## src/rtl/cmd_file_loader.sv

```systemverilog
// TRS-80 /CMD parser: one byte per ioctl_wr strobe, RAM write registered one cycle later, no backpressure.
// CMD_FILE_LOADER_EXEC_EN enables the post-load execute_enable pulse; otherwise the image only loads.
module cmd_file_loader #(
  parameter logic [7:0] CMD_INDEX   = 8'd1,
  parameter int         EXEC_CYCLES = 16
) (
  input  logic        clk_sys,
  input  logic        reset,
  input  logic        ioctl_download,
  input  logic [7:0]  ioctl_index,
  input  logic        ioctl_wr,
  input  logic [7:0]  ioctl_dout,
  output logic        loader_wr,
  output logic [15:0] loader_addr,
  output logic [7:0]  loader_data,
  output logic        loader_busy,
  output logic        loader_error,
  output logic [15:0] execute_addr,
  output logic        execute_enable
);

  typedef enum logic [3:0] {
    S_IDLE, S_TYPE, S_LEN, S_ADDR_LO, S_ADDR_HI, S_DATA,
    S_XFER_LO, S_XFER_HI, S_SKIP, S_DONE
`ifdef CMD_FILE_LOADER_EXEC_EN
    , S_EXEC
`endif
  } state_t;

  state_t      state, st_after;
  logic [7:0]  rec_type;
  logic [8:0]  cnt;
  logic [15:0] load_addr;
  logic        xfer_seen, xs_after, err_after;
  logic        to_done;
  logic        sel;
  logic        dl_q;
  logic        dl_rise, dl_fall, consume, end_ok;
  logic [7:0]  len_m2;

`ifdef CMD_FILE_LOADER_EXEC_EN
  logic [7:0]  exec_cnt;
  logic        exec_en_q;
  assign execute_enable = exec_en_q;
`else
  assign execute_enable = 1'b0;
`endif

  assign dl_rise = ioctl_download & ~dl_q & (ioctl_index == CMD_INDEX);
  assign dl_fall = ~ioctl_download & dl_q & sel;
  assign consume = sel & ioctl_wr;
  assign len_m2  = ioctl_dout - 8'd2;
  assign end_ok  = xs_after & ~err_after & ((st_after == S_TYPE) || (st_after == S_DONE));

  // Parser state after consuming this cycle's byte; end-of-download checks look at this.
  always_comb begin
    st_after  = state;
    xs_after  = xfer_seen;
    err_after = loader_error;
    if (consume) begin
      case (state)
        S_TYPE:    st_after = S_LEN;
        S_LEN: begin
          if (rec_type == 8'h01) st_after = S_ADDR_LO;
          else if (rec_type == 8'h02) begin
            st_after = S_XFER_LO;
            if (ioctl_dout == 8'd1) err_after = 1'b1;
          end else st_after = S_SKIP;
        end
        S_ADDR_LO: st_after = S_ADDR_HI;
        S_ADDR_HI: st_after = S_DATA;
        S_DATA:    if (cnt == 9'd1) st_after = S_TYPE;
        S_XFER_LO: st_after = S_XFER_HI;
        S_XFER_HI: begin
          xs_after = 1'b1;
          st_after = (cnt > 9'd2) ? S_SKIP : S_DONE;
        end
        S_SKIP:    if (cnt == 9'd1) st_after = to_done ? S_DONE : S_TYPE;
        default:   ;
      endcase
    end
  end

  always_ff @(posedge clk_sys) begin
    if (reset) begin
      state        <= S_IDLE;
      rec_type     <= 8'd0;
      cnt          <= 9'd0;
      load_addr    <= 16'd0;
      xfer_seen    <= 1'b0;
      to_done      <= 1'b0;
      sel          <= 1'b0;
      dl_q         <= 1'b0;
      loader_wr    <= 1'b0;
      loader_addr  <= 16'd0;
      loader_data  <= 8'd0;
      loader_busy  <= 1'b0;
      loader_error <= 1'b0;
      execute_addr <= 16'd0;
`ifdef CMD_FILE_LOADER_EXEC_EN
      exec_cnt     <= 8'd0;
      exec_en_q    <= 1'b0;
`endif
    end else begin
      dl_q      <= ioctl_download;
      loader_wr <= 1'b0;
      if (dl_rise) begin
        state        <= S_TYPE;
        sel          <= 1'b1;
        loader_busy  <= 1'b1;
        loader_error <= 1'b0;
        xfer_seen    <= 1'b0;
`ifdef CMD_FILE_LOADER_EXEC_EN
        exec_en_q    <= 1'b0;
        exec_cnt     <= 8'd0;
`endif
      end else if (sel) begin
        if (consume) begin
          case (state)
            S_TYPE: rec_type <= ioctl_dout;
            S_LEN: begin
              if (rec_type == 8'h01)
                cnt <= (len_m2 == 8'd0) ? 9'd256 : {1'b0, len_m2};
              else
                cnt <= (ioctl_dout == 8'd0) ? 9'd256 : {1'b0, ioctl_dout};
              to_done <= (rec_type == 8'h02);
            end
            S_ADDR_LO: load_addr[7:0]  <= ioctl_dout;
            S_ADDR_HI: load_addr[15:8] <= ioctl_dout;
            S_DATA: begin
              loader_wr   <= 1'b1;
              loader_addr <= load_addr;
              loader_data <= ioctl_dout;
              load_addr   <= load_addr + 16'd1;
              cnt         <= cnt - 9'd1;
            end
            S_XFER_LO: execute_addr[7:0] <= ioctl_dout;
            S_XFER_HI: begin
              execute_addr[15:8] <= ioctl_dout;
              cnt                <= cnt - 9'd2;
            end
            S_SKIP:  cnt <= cnt - 9'd1;
            default: ;
          endcase
        end
        xfer_seen    <= xs_after;
        loader_error <= err_after;
        if (dl_fall) begin
          sel         <= 1'b0;
          loader_busy <= 1'b0;
          if ((st_after != S_TYPE) && (st_after != S_DONE)) loader_error <= 1'b1;
`ifdef CMD_FILE_LOADER_EXEC_EN
          if (end_ok) begin
            state     <= S_EXEC;
            exec_en_q <= 1'b1;
            exec_cnt  <= 8'(EXEC_CYCLES - 1);
          end else state <= S_IDLE;
`else
          state <= S_IDLE;
`endif
        end else begin
          state <= st_after;
        end
      end
`ifdef CMD_FILE_LOADER_EXEC_EN
      else if (state == S_EXEC) begin
        if (exec_cnt == 8'd0) begin
          exec_en_q <= 1'b0;
          state     <= S_IDLE;
        end else begin
          exec_cnt <= exec_cnt - 8'd1;
        end
      end
`endif
    end
  end

endmodule

```

## config.mk

```make
export PLATFORM = sky130hd
export DESIGN_NAME = cmd_file_loader
export DESIGN_NICKNAME = d
export VERILOG_FILES = /design/src/rtl/cmd_file_loader.sv
export SDC_FILE = /design/constraint.sdc
export NUM_CORES = 1
export LEC_CHECK = 0
export ABC_AREA = 1
export CAP_MARGIN = 20
export CORE_MARGIN = 4
export CORE_UTILIZATION = 53
export DETAILED_ROUTE_END_ITERATION = 16
export PLACE_DENSITY = 0.78
export SLEW_MARGIN = 15
export SYNTH_ARGS = -nofsm -noshare
export SYNTH_HDL_FRONTEND = slang
export SYNTH_SLANG_ARGS = --single-unit
```

## constraint.sdc

```tcl
create_clock -name clk_sys -period 2.4 [get_ports clk_sys]
set_clock_uncertainty 0.1 [all_clocks]
set_input_delay 0.48 -clock clk_sys [delete_from_list [all_inputs] [get_ports clk_sys]]
set_output_delay 0.48 -clock clk_sys [all_outputs]
set_load 0.005 [all_outputs]
```

==> run_results.csv <==
group,metric,value,unit
run_status,status,"completed",
cells_and_area,n_antenna_cell,0,
synth,synth_enable_flop_cells,0,
floorplan,die-area,9542,µm²
global_routing,grtUsageMet2,0.3848,
drt,routed_wl,12040,µm
worst_hold_path,hp-class,"flop to flop",
sta,slew_viol_final,0,
floorplan,start_util,0.5488,
pwr,p_leak,2.125,nW
synth,avgSynthCellArea,6.745,µm²
placement,dpl.hpwl,8760,µm
synth,synthXorXnorAreaFrac,0.02055,
floorplan,die_x,97.69,µm
synth,ys_ff_latch,83,
floorplan,rows,32,
synth,ys.flop_type,"dfxtp_1",
drt,antenna_left,0,
synth,syn_inst,632,
pwr,p_per_area,468.9,nW/µm²
clock_tree,numCtsBuffers,9,
clock_tree,cts.sinks,83,
drt,via_count,4471,
clock_tree,clock_latency,0.36,ns
clock_tree,path_clk_slew,0.08,ns
sta,hold_ws,0.3608,ns
critical_path,critPathLaunchType,"input port",
synth,synth_fa_ha_area_frac,0.02055,
global_routing,gr-max-usage-layer,"met2",
clock_tree,post-cts-setup-buffer-count,0,
critical_path,cp-startpoint,"ioctl_index[6]",
critical_path,cp-end-kind,"flop",
critical_path,worstPathRequired,2.56,ns
placement,io_buffers,62,
global_routing,grt_pass1_vias,4072,
sta,rsz0062_at_grt,"false",
global_routing,gr-total-overflow,0,
drt,dr.first_iter.drc_count,399,
worst_hold_path,hold_path.startpoint,"rec_type[7]",
sta,post-route-period-util,0.8639,
global_routing,use_met1,0.3350,
flow_run,maxCapViolCount,0,
synth,synth_seq_area_share,0.3898,
placement,routabilityCongestion,0.9187,
drt,first_pass_iters,8,
synth,yosys.area_share.simple,0.2524,
critical_path,cp.arrival,2.24,ns
cells_and_area,nFillCells,677,
placement,place_area,5105,µm²
floorplan,core_area,7767,µm²
synth,synth.distinct_cells,35,
sta,fmax,482.3,MHz
global_routing,met3_usage,0.05097,
floorplan,io_pins,64,
sta,hold_viol,0,
clock_tree,clockRootBuffer,"clkbuf_8",
critical_path,critPathKind,"input port to flop",
global_routing,grt_max_degree,54,
cells_and_area,fin_area,5284,µm²
critical_path,r2r-start,"state[1]",
clock_tree,cts_hold_buf,0,
clock_tree,post_cts_resized,0,
pwr,ir_worst_vdd,0.0003895,V
clock_tree,htreeDepth,3,
global_routing,grt_pass1_wl,19460,µm
drt,via_per_inst,5.499,
synth,async_flop_share,0,
clock_tree,cts_max_path_buffers,2,
synth,synth_area,4263,µm²
cells_and_area,drive_above_1_share,0.07876,
synth,synth_top_family_by_area,"simple AND/OR/NAND/NOR gates",
drt,routedWlPerCell,14.81,µm
sta,setup_violations,0,
synth,synth_nets,659,
cells_and_area,nets,733,
global_routing,grt.total_usage,0.2459,
cells_and_area,syn_to_final_growth,23.95,%
critical_path,timing.critical_path.fanout_max,7,
synth,muxShareOfSynthArea,0,
floorplan,dieHeight,97.69,µm
synth,synth_compound_area_frac,0.2166,
global_routing,antenna_found_initial,0,
clock_tree,cts_tree,"yes",
synth,yosysWarningCount,0,
sta,totalNegativeSetupSlack,0,ns
sta,period_needed,2.073,ns
drt,drcViolationCount,0,
-- power breakdown --
group          switching, mW  leakage [nW]  internal (mW)
Combinational         0.0836          1.37         0.0625
Sequential          0.000635         0.668           1.38
Clock                  0.541        0.0872          0.413
-- flip-flops by register name (all words and copies together), names as in the netlist --
signal and flops:
sel 1, loader_error 1, dl_q 1, to_done 1, rec_type 8, loader_data 8
load_addr 16, cnt 9, execute_addr 16, loader_addr 16, state 4, loader_busy 1
loader_wr 1
-- stage by stage --
| step | util | worst slack (ns) | std cells | power, mW |
|---|---|---|---|---|
| 3_3_place_gp | 0.6572 | 0.06390 | 797 | 1.549 |
| 6_report | 0.6803 | 0.3266 | 813 | 2.477 |
| 3_5_place_dp | 0.6572 | -0.009740 | 797 | 1.551 |
| 4_1_cts | 0.6803 | 0.3757 | 813 | 2.486 |
| 5_1_grt | 0.6803 | 0.1885 | 813 | 2.554 |
| 2_1_floorplan | - | 0.5878 | 632 | 1.469 |
-- Yosys cell counts, types with 2 or more instances --
cell      count  share of area
clkbuf_1     11         0.0097
a21oi_1      78          0.092
nand3_1      39          0.046
ha_1          7          0.021
o22ai_1       3         0.0044
o211ai_1      3         0.0053
nor3_1        9          0.011
nand4_1       6         0.0088
nor4_1        2         0.0029
buf_2         8         0.0094
o21ai_1       3         0.0035
nor2_1       60          0.053
buf_4         4         0.0070
inv_2         5         0.0044
nor2_4        3         0.0079
nand2_2       3         0.0044
nand2_1     125           0.11
o21ai_0      74          0.087
dfxtp_1      83           0.39
a31oi_1      10          0.015
inv_1        74          0.065
xor2_1        9          0.018
-- final cells by class --
class | instances | area, µm² | share of cell area
Clock buffer | 12 | 145.1 | 0.02747
Clock inverter | 4 | 33.78 | 0.006394
Inverter | 79 | 296.5 | 0.05612
Multi-Input combinational cell | 445 | 2178 | 0.4123
Sequential cell | 83 | 1662 | 0.3145
Tap cell | 102 | 127.6 | 0.02415
Timing Repair Buffer | 88 | 840.8 | 0.1591
-- cells by family after synthesis --
family                     count (synthesis)
adders and majority gates                  7
DFF                                       83
other                                      1
xor gates and xnor gates                  10
AOI/OAI and AO/OA                        175
buffers and inverters                    104
and+or+nand+nor                          252
-- worst paths after layout --
path                         to  slack [ns]  cells after the start
hold / removal      rec_type[7]        0.36                      2
hold reg to reg     rec_type[7]        0.36                      2
setup reg to reg         cnt[8]        0.40                     11
setup / recovery  load_addr[11]        0.33                     10
-- critical path, cell delays in order --
cell and delay [ns]:
clkdlybuf4s50_1 0.47, nor2_1 0.04, nand4_1 0.11, nand2_1 0.20, nor2_1 0.43, inv_1 0.19
nor2_1 0.13, nand2_1 0.06, o211ai_1 0.07, inv_1 0.05
-- routing by layer --
metal | wire (µm) | share of wire
met1 | 5523 | 0.46
met2 | 5352 | 0.44
met3 | 868 | 0.072
met4 | 299 | 0.025
met5 | 0 | 0
-- cells in the final DEF (no fill, tap or decap), drive strengths merged --
| cell type | n |
|---|---|
| a211oi | 1 |
| a21o | 1 |
| a21oi | 79 |
| a31oi | 10 |
| buf | 26 |
| clkbuf | 12 |
| clkdlybuf4s50 | 62 |
| clkinv | 2 |
| clkinvlp | 1 |
| conb | 1 |
| dfxtp | 83 |
| ha | 7 |
| inv | 80 |
| nand2 | 129 |
| nand3 | 39 |
| nand3b | 1 |
| nand4 | 6 |
| nor2 | 64 |
| nor3 | 9 |
| nor3b | 1 |
| nor4 | 2 |
| o211ai | 3 |
| o21ai | 77 |
| o21bai | 1 |
| o22ai | 3 |
| or2 | 1 |
| xnor2 | 1 |
| xor2 | 9 |
(Power assumes the default switching activity.)
